==> config.mk <==
export PLATFORM = sky130hd
export DESIGN_NAME = decision_trail_stack
export DESIGN_NICKNAME = d
export VERILOG_FILES = /design/src/rtl/decision_trail_stack.sv
export SDC_FILE = /design/constraint.sdc
export NUM_CORES = 1
export LEC_CHECK = 0
export CAP_MARGIN = 30
export CORE_MARGIN = 2
export CORE_UTILIZATION = 50
export CTS_CLUSTER_DIAMETER = 100
export DETAILED_ROUTE_END_ITERATION = 12
export PLACE_DENSITY = 0.69
export SYNTH_ARGS = -nofsm -noshare
export SYNTH_HDL_FRONTEND = slang
export SYNTH_SLANG_ARGS = --single-unit
==> constraint.sdc <==
create_clock -name clock -period 11.6 [get_ports clock]
set_input_delay 1.74 -clock clock [delete_from_list [all_inputs] [get_ports clock]]
set_output_delay 1.74 -clock clock [all_outputs]
set_load 0.01 [all_outputs]
==> src/rtl/decision_trail_stack.sv <==
// DPLL assignment trail: push/pop stack of (var, val, decision, flipped) entries
// with a hardware chronological backtrack. Define TRAIL_WATERMARK_EN to build the max_count high-water mark.
module decision_trail_stack #(
  parameter int MAX_VARS = 64,
  parameter int VAR_BITS = $clog2(MAX_VARS),
  parameter int DEPTH    = MAX_VARS,
  parameter int CNT_BITS = $clog2(DEPTH + 1)
) (
  input  logic                clock,
  input  logic                reset_n,
  input  logic                push,
  input  logic [VAR_BITS-1:0] push_var,
  input  logic                push_val,
  input  logic                push_dec,
  input  logic                pop,
  input  logic                bt_start,
  output logic                top_valid,
  output logic [VAR_BITS-1:0] top_var,
  output logic                top_val,
  output logic                top_dec,
  output logic                top_flipped,
  output logic [CNT_BITS-1:0] count,
  output logic [CNT_BITS-1:0] level,
  output logic                empty,
  output logic                full,
  output logic                bt_busy,
  output logic                unassign_valid,
  output logic [VAR_BITS-1:0] unassign_var,
  output logic                bt_done,
  output logic [VAR_BITS-1:0] bt_var,
  output logic                bt_val,
  output logic                unsat,
  output logic                overflow,
  output logic [CNT_BITS-1:0] max_count
);

  localparam int IDX_BITS = (DEPTH > 1) ? $clog2(DEPTH) : 1;
  localparam logic [CNT_BITS-1:0] ONE      = CNT_BITS'(1);
  localparam logic [CNT_BITS-1:0] FULL_CNT = CNT_BITS'(DEPTH);

  typedef enum logic {IDLE, SCAN} state_t;

  state_t state, state_next;

  logic [VAR_BITS-1:0] var_mem  [DEPTH];
  logic                val_mem  [DEPTH];
  logic                dec_mem  [DEPTH];
  logic                flip_mem [DEPTH];

  logic [IDX_BITS-1:0] top_idx, wr_idx;
  logic                wr_en, flip_en;
  logic [CNT_BITS-1:0] count_next, level_next;
  logic                ovf_set, unsat_next, done_next;

  assign top_idx     = IDX_BITS'(count - ONE);
  assign top_valid   = (count != '0);
  assign top_var     = top_valid ? var_mem[top_idx]  : '0;
  assign top_val     = top_valid ? val_mem[top_idx]  : 1'b0;
  assign top_dec     = top_valid ? dec_mem[top_idx]  : 1'b0;
  assign top_flipped = top_valid ? flip_mem[top_idx] : 1'b0;
  assign empty       = (count == '0);
  assign full        = (count == FULL_CNT);
  assign bt_busy     = (state == SCAN);
  assign unassign_var = unassign_valid ? top_var : '0;

  always_comb begin
    state_next     = state;
    wr_en          = 1'b0;
    wr_idx         = IDX_BITS'(count);
    flip_en        = 1'b0;
    count_next     = count;
    level_next     = level;
    ovf_set        = 1'b0;
    unsat_next     = 1'b0;
    done_next      = 1'b0;
    unassign_valid = 1'b0;
    case (state)
      IDLE: begin
        if (bt_start) begin
          if (empty) unsat_next = 1'b1;
          else       state_next = SCAN;
        end else if (push && pop && !empty) begin
          wr_en      = 1'b1;
          wr_idx     = top_idx;
          level_next = level + CNT_BITS'(push_dec) - CNT_BITS'(top_dec);
        end else if (push) begin
          if (full) begin
            ovf_set = 1'b1;
          end else begin
            wr_en      = 1'b1;
            count_next = count + ONE;
            level_next = level + CNT_BITS'(push_dec);
          end
        end else if (pop && !empty) begin
          count_next = count - ONE;
          level_next = level - CNT_BITS'(top_dec);
        end
      end
      SCAN: begin
        // Implied and already-flipped entries are discarded; the first unflipped decision is flipped in place.
        if (!top_dec || top_flipped) begin
          unassign_valid = 1'b1;
          count_next     = count - ONE;
          level_next     = level - CNT_BITS'(top_dec);
          if (count == ONE) begin
            unsat_next = 1'b1;
            state_next = IDLE;
          end
        end else begin
          flip_en    = 1'b1;
          done_next  = 1'b1;
          state_next = IDLE;
        end
      end
      default: state_next = IDLE;
    endcase
  end

  always_ff @(posedge clock or negedge reset_n) begin
    if (!reset_n) begin
      state    <= IDLE;
      count    <= '0;
      level    <= '0;
      overflow <= 1'b0;
      unsat    <= 1'b0;
      bt_done  <= 1'b0;
      bt_var   <= '0;
      bt_val   <= 1'b0;
    end else begin
      state    <= state_next;
      count    <= count_next;
      level    <= level_next;
      overflow <= overflow | ovf_set;
      unsat    <= unsat_next;
      bt_done  <= done_next;
      if (done_next) begin
        bt_var <= top_var;
        bt_val <= ~top_val;
      end
    end
  end

  // Storage is never reset; count alone decides which entries are live.
  always_ff @(posedge clock) begin
    if (wr_en) begin
      var_mem[wr_idx]  <= push_var;
      val_mem[wr_idx]  <= push_val;
      dec_mem[wr_idx]  <= push_dec;
      flip_mem[wr_idx] <= 1'b0;
    end else if (flip_en) begin
      val_mem[top_idx]  <= ~val_mem[top_idx];
      flip_mem[top_idx] <= 1'b1;
    end
  end

`ifdef TRAIL_WATERMARK_EN
  always_ff @(posedge clock or negedge reset_n) begin
    if (!reset_n)              max_count <= '0;
    else if (count > max_count) max_count <= count;
  end
`else
  assign max_count = '0;
`endif

endmodule

# --- Yosys cells after proc, flatten, opt, wreduce, memory -nomap -nowiden ---
# Memories as Yosys holds them, arrays and structs flattened.
# Index checks and enable logic that the tools add are counted.
totals:
  ff_bits: 25
  latchBits: 0
  ramBits: 576
  rom_bits: 0
  input_bits: 13
  out_inout_bits: 51
  wordCells: 99
  memories: 4
mem_list:
  columns: ["memory", "words", "width", "rd", "rd_ports_with_merged_regs", "wr", "line_no", "rtl"]
  rows:
  - ["var_mem", 64, 6, 1, 0, 1, "45", "logic [VAR_BITS-1:0] var_mem [DEPTH];"]
  - ["dec_mem", 64, 1, 1, 0, 1, "47", "logic dec_mem [DEPTH];"]
  - ["flip_mem", 64, 1, 1, 0, 1, "48", "logic flip_mem [DEPTH];"]
  - ["val_mem", 64, 1, 1, 0, 1, "46", "logic val_mem [DEPTH];"]
classes:
  addsub: 5
  n_mul: 0
  div: 0
  order_cmp: 0
  eq_ne: 9
  shift: 0
  mux: 57
  bitwise_logic: 4
  n_reduce_logical: 12
op_table:
  columns: ["operator", "count"]
  rows:
  - ["two-way mux 7 bit", 12]
  - ["two-way mux 6 bit", 7]
  - ["two-way mux 1 bit", 34]
  - ["case mux 7 bit (2 select lines)", 2]
  - ["subtractor 7 x 1 -> 7 bit", 2]
  - ["inequality test 4 bit (second input constant)", 2]
  - ["adder 7 x 1 -> 7 bit", 1]
  - ["adder 7 x 1 -> 7 bit (second input constant)", 1]
  - ["equality test 7 x 1 -> 1 bit (second input constant)", 1]
  - ["equality test 7 bit (second input constant)", 1]
  - ["zero test 7 bit", 1]
  - ["nonzero test 7 bit", 1]
  - ["subtractor 7 x 1 -> 7 bit (second input constant)", 1]
  - ["inequality test 3 bit (second input constant)", 2]
  - ["AND reduction 5 bit", 1]
  - ["inequality test 2 bit (second input constant)", 2]
  - ["case mux 1 bit (2 select lines)", 2]
  - ["AND reduction 4 bit", 1]
  - ["logical AND 1 bit", 3]
  - ["inverter 1 bit", 3]
  - ["zero test 1 bit", 2]
  - ["inequality test 2 x 1 -> 1 bit (second input constant)", 1]
  - ["OR reduction 1 bit", 2]
  - ["logical OR 1 bit", 1]
  - ["bitwise OR 1 bit", 1]

# --- Depth between registers and ports, before layout ---
# Gate-level depths: netlist of run 1.
# An unclocked memory read counts as a cell.
depth:
  depth_word: 12
  depth_mapped: 29
  ltp_nobuf: 16

# --- Least setup slack after synthesis of run 1 ---
# OpenSTA, ideal clock, no wires.
synth_path:
  path_type: "register to output"
  from: "register count[0]"
  to: "output port unassign_var[4]"
  arrival_time_ps: 5154
  required_time_ps: 9860
  path_slack_ps: 4706
  stages_incl_launch_ff: 24
  path_buffers: 15
  path_cell_list: "dfrtp_1 > buf_6 > buf_6 > buf_6 > buf_4 > buf_2 > buf_4 > buf_4 > buf_2 > inv_1 > ha_1 > buf_2 > buf_4 > buf_2 > buf_4 > buf_2 > buf_2 > buf_1 > mux4_2 > nand2_1 > nand3_1 > a31oi_1 > a211oi_1 > and2_1"
synth_via:
  word_cells_on_any_way: 13
  cone_classes: "1 x add/sub; 6 x mux; 3 x reduce/logical; 3 x memory"
synth_lines:
  columns: ["element", "line_no", "rtl"]
  rows:
  - ["start: declaration", "22", "output logic [CNT_BITS-1:0] count,"]
  - ["start signal: assignment", "131", "count <= count_next;"]
  - ["subtractor 7 x 1 -> 7 bit", null, null]
  - ["memory read (64 x 6 bit)", null, null]
  - ["two-way mux 6 bit *", "57", "assign top_var = top_valid ? var_mem[top_idx] : '0;"]
  - ["named net top_var[4]", "18", "output logic [VAR_BITS-1:0] top_var,"]
  - ["two-way mux 6 bit *", "64", "assign unassign_var = unassign_valid ? top_var : '0;"]
  - ["end: declaration", "28", "output logic [VAR_BITS-1:0] unassign_var,"]
# Mark *: on every way through the listed nets, which the timed path passes. The rest lies on a longest branch.

# --- Final worst setup path of run 1 ---
layout_path:
  from: "register count[0]"
  to: "output port unassign_var[3]"
layout_via:
  elab_chain_cells: 8
  word_cells_on_any_way: 13
  cone_classes: "1 x add/sub; 6 x mux; 3 x reduce/logical; 3 x memory"
layout_lines:
  columns: ["element", "line_no", "rtl"]
  rows:
  - ["subtractor 7 x 1 -> 7 bit", null, null]
  - ["memory read (64 x 1 bit)", null, null]
  - ["two-way mux 1 bit", "59", "assign top_dec = top_valid ? dec_mem[top_idx] : 1'b0;"]
  - ["zero test 1 bit", "101", "if (!top_dec || top_flipped) begin"]
  - ["logical OR 1 bit", "101", null]
  - ["two-way mux 1 bit", "101", null]
  - ["two-way mux 1 bit", "77", "case (state)"]
  - ["two-way mux 6 bit *", "64", null]
# Every way passes the cells marked *; elsewhere a longest branch is shown, timed or not.

==> key figures, run 1 <==
Run status
  • Outcome: complete, no violations

Synthesis
  • Register area share after synthesis: 0.699
  • Mean area per synthesized cell: 16.8 um2
  • Mapped Cells: 1,527
  • Yosys warning count: 0
  • EDFF count, synth: 576
  • Ys async rst share: 0.0416
  • Syn Std Cell Area: 0.0256 mm2
  • Post-synth top flop: edfxtp_1
  • Seq cells post-synth: 601
  • Distinct cell type count after synthesis: 74

Finish
  • Final Cell Area: 0.0289 mm2
  • Fin nets: 1,612
  • Core Util, Final: 0.574
  • Area Overhead vs Synth: 12.7%
  • # diodes: 0
  • Layout cells sized above 1: 0.193

Floorplanning
  • Die Y-Extent: 230 um
  • Initial core utilization: 0.509
  • Core area: 0.0504 mm2
  • Row Count: 82
  • # IOs: 64
  • Die Span X: 230 um
  • Die area: 0.0531 mm2

Placed design
  • PortBufs: 56
  • Cell Area, Placed: 0.0269 mm2
  • HPWL Detailed: 37.3 mm
  • Setup slack at placement: 3.96 ns
  • Routability Congestion: 0.884

STA
  • Final Hold Fails: 0
  • Max Freq: 122 MHz
  • Max Transition Viols Final: 0
  • Max_slew headroom: 0.268
  • Final worst slack: 3.41 ns
  • # setup viols final: 0
  • Setup TNS: 0 ns
  • Clk_skew: 0.0503 ns
  • Min Tclk post-route: 8.19 ns
  • Slew @ Worst Pin: 1.10 ns
  • RSZ-0062 raised after global routing: no
  • Final Cycle Share: 0.706

Critical path
  • Crit path launch type: flip-flop
  • Arr. time, crit path: 6.45 ns
  • CP Max Fanout: 54
  • Worst path required time: 9.86 ns
  • Crit Path Class: reg -> out
  • Crit path capture type: output port

Clock tree
  • CTS tree: built
  • Post-cts sizing count: 0
  • Clk_lat worst skew: 0.65 ns
  • Clk buf depth: 3
  • Clk sink count: 601
  • Root Driver: clkbuf_16
  • Clk slew on worst S/H paths: 0.06 ns
  • Setup Buffers After CTS: 0
  • Number of buffers created by CTS: 60
  • Hold-fix buffers, CTS: 0
  • H-Tree Depth: 2

Power
  • Pleak: 9.18 nW
  • Pwr dens: 297 mW/mm2
  • Design Power: 8.58 mW
  • Max VDD drop: 0.295 mV

Run
  • Max_cap viols: 0

Detailed routing
  • Starting DRT DRC Count: 1,786
  • Residual DRC count: 0
  • Final WL: 60.6 mm
  • Final ANT Viol Nets: 0
  • Via count: 14,500
  • DR pass1 iterations: 5
  • WL per Instance: 26.2 um
  • DR vias/cell: 6.29

GRT
  • Initial antenna violation count: 0
  • Global-route wire length before repair: 92.0 mm
  • Vias in the first global route: 14,400
  • Largest net degree at the start of global routing: 108
  • Remaining Overflow, GRT: 0
  • Gr usage total: 0.231

Hold path
  • Hold WC Path Type: reg -> reg
[area by class of cell]
type	instances	area, um2
repair buffers	100	893
fillers	3747	21500
flip-flops and latches	601	17900
well taps	672	841
clock inverters	28	314
clock buffers	84	1640
inverters	15	58.8
multi-input cells	812	7220
[flip-flops by register name, summed over array words and instances (netlist names)]
register and cells:
level 7, dec_mem 64, bt_var 6, var_mem 384, overflow 1, flip_mem 64, val_mem 64, count 7
unsat 1, bt_done 1, bt_busy 1, bt_val 1
[Yosys cell counts, drive strengths merged, types with 6 or more instances]
library cell / instances / area (um2)
a2111oi: 6 / 53.8
a211oi: 7 / 52.6
a21o: 6 / 45.0
a21oi: 41 / 205
a22oi: 49 / 368
a311oi: 7 / 61.3
a31oi: 18 / 144
and2: 11 / 68.8
and3: 24 / 150
buf: 64 / 379
clkbuf: 41 / 154
dfrtp: 25 / 626
edfxtp: 576 / 17300
ha: 9 / 113
inv: 14 / 55.1
mux2: 7 / 78.8
mux2i: 10 / 100
mux4: 146 / 3290
nand2: 148 / 572
nand2b: 6 / 37.5
nand3: 64 / 320
nor2: 100 / 378
nor3: 23 / 126
o211ai: 9 / 67.6
o21ai: 30 / 150
xnor2: 21 / 184
[cells by family after synthesis]
group	after synthesis	synth area share
multiplexers	163	0.135
AO/OA/AOI/OAI	203	0.0565
other	1	0.000146
flip-flops	601	0.699
buffers and inverters	120	0.0231
XOR/XNOR	25	0.00883
AND/OR/NAND/NOR	405	0.0730
adder cells (fa/ha/maj)	9	0.00439
[worst paths after layout]
path                                       from                    end  slack (ns)  cells past startpoint
min in group asynchronous               reset_n  bt_var[2]$_DFFE_PN0P_        1.48                      2
hold reg to reg            level[6]$_DFFE_PN0P_   level[6]$_DFFE_PN0P_        0.48                      1
setup / recovery           count[0]$_DFFE_PN0P_        unassign_var[3]        3.41                     12
setup reg to reg           count[0]$_DFFE_PN0P_   level[6]$_DFFE_PN0P_        5.27                     16
hold / removal             level[6]$_DFFE_PN0P_   level[6]$_DFFE_PN0P_        0.48                      1
max in group asynchronous               reset_n   count[0]$_DFFE_PN0P_        9.75                      2
[per-stage QoR]
stage          hold WS (ns)  std cells
3_3_place_gp          0.460       2193
2_1_floorplan         0.508       1533
3_5_place_dp          0.469       2199
6_report              0.475       2312
4_1_cts               0.477       2311
5_1_grt               0.510       2312
[power breakdown]
| group | switching, mW | internal (mW) | leakage [nW] | total (mW) |
|---|---|---|---|---|
| logic | 2.38 | 1.52 | 2.74 | 3.89 |
| clock network | 0.821 | 1.10 | 0.944 | 1.92 |
| registers | 0.124 | 2.64 | 5.49 | 2.77 |
[cells in the final DEF, fill, tap and decap left out, types with 24 or more instances in the layout]
cell type | synthesis | layout
nand2_1 | 147 | 147
a22oi_1 | 49 | 49
a21oi_1 | 41 | 41
edfxtp_1 | 576 | 576
nor2_1 | 99 | 99
dfrtp_1 | 25 | 24
buf_4 | 13 | 41
clkdlybuf4s50_1 | 0 | 49
and3_1 | 24 | 24
mux4_2 | 146 | 146
clkbuf_16 | 0 | 61
nand3_1 | 64 | 64
[critical path: stages, from the launching register on]
cell,delay [ns]
dfrtp_4,0.88
buf_4,0.83
buf_4,0.79
mux4_2,0.58
and3_1,0.20
a2111oi_0,0.63
o41a_1,0.26
or3_1,0.10
buf_4,0.34
o21ai_0,0.20
inv_1,0.24
and2_1,0.16
clkdlybuf4s50_1,0.53
[metal layers]
metal | global-route usage | routed length [um] | up-vias
met3 | 0.0347 | 4500 | 128
li1 | - | - | 6227
met5 | 0 | 0 | -
met2 | 0.376 | 29600 | 664
met1 | 0.321 | 24600 | 7527
met4 | 0.0813 | 1900 | 0
Power figures use the tool's default switching activity.
==> run 2, diff against run 1 <==
PLACE_DENSITY = 0.71   (was 0.69)
clock period = 7 ns   (was 11.6 ns; I/O delays follow)
==> run 2 against run 1 <==
Net effect:
- combinational power increased by 69%
- largest cell class unchanged
- wire length increased by 2.4%
- critical path type unchanged
- via count increased by 1.1%
- first-iteration DRC count increased by 24%
- global-route usage increased by 0.57 points
- sequential share of layout area decreased by 0.12 points
- cell area increased by 0.19%
- flip-flop and latch count unchanged
- critical path depth unchanged
- sequential power increased by 63%
- core utilization increased by 0.11 points
==> key figures, run 2 (synthesis results as in run 1) <==
Critical path
  • Crit-path cells: inv_1 > ha_4 > buf_4 > buf_4 > mux4_2 > mux2i_1 > o221a_2 > a211oi_1 > o21ai_0 > inv_1 > and2_1 > clkdlybuf4s50_1
  • Crit path capture type: output port
  • R2r worst-path depth: 15 (-1)
  • Worst R2R Setup Slack: 1.34 ns (-3.93 ns)
  • CP max stage cell: ha_4
  • Crit path launch type: flip-flop
  • Crit Path Class: reg -> out
  • Slowest stage delay, CP: 0.68 ns (-0.20 ns)
  • FF-to-FF End: level[4]$_DFFE_PN0P_
  • RR Startpoint: count[1]$_DFFE_PN0P_
  • CP Max Fanout: 35 (-35%)
  • Critical Path Start: count[1]$_DFFE_PN0P_
  • Arr. time, crit path: 5.61 ns (-0.84 ns)
  • Worst path required time: 5.95 ns (-3.91 ns)

Power
  • Switching pwr: 5.50 mW (+66%)
  • Pwr dens: 489 mW/mm2 (+65%)
  • Sequential share of power: 0.319 (-0.003)
  • Cell-internal power: 8.67 mW (+65%)
  • Power share of the clock group: 0.218 (-0.006)
  • Design Power: 14.2 mW (+65%)
  • Sw frac: 0.388 (+0.00104)
  • Pleak: 9.22 nW (+0.48%)
  • Max VDD drop: 0.339 mV (+15%)
  • Comb power frac: 0.463 (+0.009)

Floorplanning
  • Initial core utilization: 0.509 (unchanged)
  • # IOs: 64 (unchanged)
  • Core area: 0.0504 mm2 (unchanged)
  • Die area: 0.0531 mm2 (unchanged)
  • Row Count: 82 (unchanged)
  • Die Y-Extent: 230 um (unchanged)
  • Die Span X: 230 um (unchanged)

Detailed routing
  • Via count: 14,700 (+1.1%)
  • DR vias/cell: 6.35 (+0.87%)
  • DR pass1 iterations: 6 (+1)
  • Starting DRT DRC Count: 2,216 (+24%)
  • WL per Instance: 26.8 um (+2.2%)
  • Final WL: 62.0 mm (+2.4%)
  • Residual DRC count: 0 (unchanged)
  • Final ANT Viol Nets: 0 (unchanged)

Finish
  • Final cell count without fillers: 2,318 (+0.26%)
  • Layout cells sized above 1: 0.199 (+0.00659)
  • Most common cell after layout, fill and taps aside: edfxtp_1
  • Area Overhead vs Synth: 12.9%
  • Multi-input gate area: 0.00722 mm2 (unchanged)
  • Largest register FFs: 384 (unchanged)
  • # diodes: 0 (unchanged)
  • Register area: 0.0179 mm2 (unchanged)
  • Most frequent cells in the layout: edfxtp_1 (576), nand2_1 (147), mux4_2 (146)
  • Layout fillers: 3,700 (-1.3%)
  • Fin nets: 1,619 (+0.43%)
  • Final Cell Area: 0.0290 mm2 (+0.19%)
  • Biggest register: var_mem

Hold path
  • WHS Endpoint: overflow$_DFF_PN0_
  • Hold WC Path Type: reg -> reg
  • Hold depth: 1 (unchanged)
  • Min-delay src: overflow$_DFF_PN0_

STA
  • Slew @ Worst Pin: 1.00 ns (-0.0972 ns)
  • RSZ-0062 raised after global routing: no
  • Final Hold Fails: 0 (unchanged)
  • Min Tclk post-route: 6.66 ns
  • Setup TNS: 0 ns (unchanged)
  • Final Cycle Share: 0.951
  • # setup viols final: 0 (unchanged)
  • Max Freq: 150 MHz
  • Clk_skew: 0.0286 ns (-0.0217 ns)
  • Max Transition Viols Final: 0 (unchanged)
  • Max_slew headroom: 0.315 (+0.0475)

Clock tree
  • Hold-fix buffers, CTS: 0 (unchanged)
  • H-Tree Depth: 2 (unchanged)
  • CTS tree: built
  • Clk_lat worst skew: 0.64 ns (about the same)
  • Number of buffers created by CTS: 58 (-3.3%)
  • Clk sink count: 601 (unchanged)
  • Clk buf depth: 3 (unchanged)
  • Root Driver: clkbuf_16
  • Clk slew on worst S/H paths: 0.06 ns (about the same)
  • Post-cts sizing count: 0 (unchanged)
  • Setup Buffers After CTS: 0 (unchanged)

GRT
  • Initial antenna violation count: 0 (unchanged)
  • Remaining Overflow, GRT: 0 (unchanged)
  • Global-route wire length before repair: 93.5 mm (+1.7%)
  • Gr usage total: 0.237 (+0.00574)
  • Largest net degree at the start of global routing: 99 (-8.3%)
  • Vias in the first global route: 14,700 (+2.4%)

Placed design
  • Routability Congestion: 0.896 (+1.4%)
  • Placed Cells: 2,208 (+0.41%)
  • HPWL Detailed: 39.0 mm (+4.4%)
  • PortBufs: 56 (unchanged)
  • Cell Area, Placed: 0.0270 mm2 (+0.46%)

Run
  • Max_cap viols: 0 (unchanged)

Run status
  • Outcome: complete, no violations
==> run 2: critical path, delay by kind of cell (launching register included) <==
| family | cells | cell delay, ns |
|---|---|---|
| buffers and inverters | 5 | 1.88 |
| AO/OA/AOI/OAI | 3 | 1.15 |
| adder cells (fa/ha/maj) | 1 | 0.68 |
| flip-flops | 1 | 0.67 |
| multiplexers | 2 | 0.36 |
| AND/OR/NAND/NOR | 1 | 0.17 |
==> run 2: final cells by class <==
cell class,instances,share of cell area
timing repair buffer,109,0.0354
inverter,15,0.00203
clock buffer,73,0.0528
sequential,601,0.619
clock inverter,36,0.0121
multi-input combinational,812,0.249
tap,672,0.0290
==> run 2: worst max-delay path by stage <==
stage,to,slack (ns),cells after the start
final,unassign_var[3],0.34,12
after global routing,unassign_var[3],0.22,12
after CTS,unassign_var[3],0.50,12
after detailed placement,unassign_var[3],1.17,12
after global placement,unassign_var[4],1.30,12
after floorplan,val_mem[0]$_DFFE_PP_,0.70,19
==> run 2: layer usage <==
layer	GRT usage	wire, um
met1	0.331	24300
met2	0.370	29500
met3	0.0416	5550
met4	0.104	2710
met5	0	0
==> run 2: power groups by stage <==
stage	Clock [mW]	Combinational (mW)	Sequential (mW)
floorplan	0	4.26	4.55
global placement	0	6.36	4.61
detailed placement	0	6.45	4.62
CTS	3.12	6.48	4.54
global route	3.27	6.96	4.54
finish	3.09	6.56	4.52
==> run 2: stage by stage <==
step / hold slack [ns] / util / setup WS (ns)
2_1_floorplan: 0.508 / - / 0.696
3_3_place_gp: 0.454 / 0.535 / 1.30
3_5_place_dp: 0.457 / 0.537 / 1.17
4_1_cts: 0.470 / 0.574 / 0.505
5_1_grt: 0.493 / 0.575 / 0.220
6_report: 0.467 / 0.575 / 0.342
==> run 3, diff against run 2 <==
MAX_ROUTING_LAYER = met4   (was not set)
==> run 3 against run 2 <==
Net effect:
- via count is 0.24% higher
- non-clock buffer count is 1 higher
- cell count hardly changed
- fmax shrank 3.7%
- clock skew up 0.0018 ns
- worst setup slack worse by 0.26 ns
- largest power group unchanged
- count of clock-buffer cells in the layout fell by 8
- register-to-register slack lost 0.20 ns
- first-iteration DRC count down 4.4%
- critical path depth stayed put
- wire length is 1.0% higher
==> key figures, run 3 (synthesis results as in run 1) <==
Run status
  • Outcome: complete, no violations

Critical path
  • Crit path launch type: flip-flop
  • RR Startpoint: count[0]$_DFFE_PN0P_
  • Worst path required time: 5.95 ns (about the same)
  • Crit path capture type: output port
  • CP Max Fanout: 42 (+20%)
  • Crit Path Class: reg -> out
  • Arr. time, crit path: 5.86 ns (+0.25 ns)
  • Critical Path Start: count[0]$_DFFE_PN0P_

Finish
  • Area Overhead vs Synth: 13.2%
  • # diodes: 0 (unchanged)
  • Most common cell after layout, fill and taps aside: edfxtp_1
  • Largest register FFs: 384 (unchanged)
  • Fin nets: 1,620 (+0.062%)
  • Biggest register: var_mem
  • Layout cells sized above 1: 0.204 (+0.00474)
  • Final cell count without fillers: 2,319 (+0.043%)
  • Most frequent cells in the layout: edfxtp_1 (576), nand2_1 (147), mux4_2 (146)

STA
  • RSZ-0062 raised after global routing: no
  • Final Hold Fails: 0 (unchanged)
  • Max Freq: 145 MHz (-3.7%)
  • Max_slew headroom: 0.313 (-0.00255)
  • # setup viols final: 0 (unchanged)
  • Final Cycle Share: 0.988 (+0.0365)
  • Clk_skew: 0.0304 ns (+0.00180 ns)
  • Slew @ Worst Pin: 1.03 ns (+0.0297 ns)
  • Setup TNS: 0 ns (unchanged)
  • Min Tclk post-route: 6.91 ns (+0.256 ns)
  • Max Transition Viols Final: 0 (unchanged)

Floorplanning
  • Row Count: 82 (unchanged)
  • Initial core utilization: 0.509 (unchanged)
  • Core area: 0.0504 mm2 (unchanged)
  • # IOs: 64 (unchanged)
  • Die Y-Extent: 230 um (unchanged)
  • Die Span X: 230 um (unchanged)
  • Die area: 0.0531 mm2 (unchanged)

GRT
  • Remaining Overflow, GRT: 0 (unchanged)
  • Global-route wire length before repair: 93.6 mm (+0.10%)
  • Largest net degree at the start of global routing: 79 (-20%)
  • Initial antenna violation count: 0 (unchanged)
  • Layer with the highest usage: met2
  • Vias in the first global route: 14,600 (-0.99%)
  • Met3 usage: 0.0398 (-0.00185)
  • GR Util met1: 0.332 (+0.000753)
  • Gr usage total: 0.244 (+0.00748)
  • Grt met2 use: 0.378 (+0.00819)

Clock tree
  • Number of buffers created by CTS: 58 (unchanged)
  • Clk_lat worst skew: 0.64 ns (about the same)
  • Clk slew on worst S/H paths: 0.07 ns (about the same)
  • Clk buf depth: 3 (unchanged)
  • Hold-fix buffers, CTS: 0 (unchanged)
  • CTS tree: built
  • Root Driver: clkbuf_16
  • Setup Buffers After CTS: 0 (unchanged)
  • Clk sink count: 601 (unchanged)
  • Post-cts sizing count: 0 (unchanged)
  • H-Tree Depth: 2 (unchanged)

Detailed routing
  • Via count: 14,700 (+0.24%)
  • WL per Instance: 27.0 um (+0.97%)
  • Residual DRC count: 0 (unchanged)
  • DR pass1 iterations: 6 (unchanged)
  • Final ANT Viol Nets: 0 (unchanged)
  • Final WL: 62.7 mm (+1.0%)
  • Starting DRT DRC Count: 2,118 (-4.4%)
  • DR vias/cell: 6.36 (+0.19%)

Hold path
  • Hold WC Path Type: reg -> reg
  • Min-delay src: overflow$_DFF_PN0_

Placed design
  • Placed Cells: 2,210 (+0.091%)
  • Routability Congestion: 0.888 (-0.86%)
  • HPWL Detailed: 39.7 mm (+2.0%)
  • PortBufs: 56 (unchanged)

Run
  • Max_cap viols: 0 (unchanged)

Power
  • Max VDD drop: 0.341 mV (+0.74%)
  • Pleak: 9.24 nW (+0.24%)
  • Pwr dens: 495 mW/mm2 (+1.2%)
## run 3: cell count changes in the layout (fill, tap and decap cells not counted), sizes merged
cell,before,now
buf,60,61
bufinv,5,8
clkinv,29,30
clkinvlp,2,6
clkbuf,73,65
## run 3: worst paths after layout
| kind | slack, ns | to | cells after the start |
|---|---|---|---|
| max | 0.09 | unassign_var[2] | 12 |
| min | 0.47 | overflow$_DFF_PN0_ | 1 |
| max reg2reg | 1.14 | level[6]$_DFFE_PN0P_ | 17 |
| min reg2reg | 0.47 | overflow$_DFF_PN0_ | 1 |
| max in group asynchronous | 5.74 | count[0]$_DFFE_PN0P_ | 2 |
| min in group asynchronous | 0.64 | bt_var[5]$_DFFE_PN0P_ | 1 |
## run 3: metal layers
metal	share of wire	wire, um
met5	0	0
met4	0.035	2220
met3	0.098	6170
met2	0.48	30300
met1	0.38	23900
## run 3: where the power goes
part           internal [mW]  total [mW]  switching, mW
clock network           1.85        3.22           1.38
registers               4.38        4.59          0.211
logic                   2.55        6.57           4.02
total                   8.78        14.4           5.60
## run 3: through the flow
step	total power [mW]	utilization	area [um2]	worst slack (ns)	hold slack, ns
2_1_floorplan	8.81	-	25700	0.696	0.508
3_3_place_gp	11.0	0.535	27000	0.968	0.454
3_5_place_dp	11.2	0.537	27000	0.921	0.459
4_1_cts	14.4	0.576	29000	0.219	0.473
5_1_grt	14.9	0.576	29000	0.0224	0.490
6_report	14.4	0.576	29000	0.0858	0.470
## run 3: area by class of cell
type | instances | area (um2)
fill | 3715 | 21300
sequential | 601 | 17900
multi-input combinational | 812 | 7230
clock buffer | 65 | 1500
timing repair buffer | 110 | 993
tap | 672 | 841
clock inverter | 44 | 480
inverter | 15 | 58.8
## run 3: worst max-delay path, stage by stage, from the launching register on
cell and delay (ns):
dfrtp_4 0.76, inv_1 0.27, ha_4 0.78, buf_4 0.40
mux4_2 0.34, mux2i_1 0.21, a21oi_1 0.06, a2111oi_0 0.81
or3_1 0.25, o21ai_0 0.24, inv_1 0.33, and2_1 0.19
clkdlybuf4s50_1 0.54
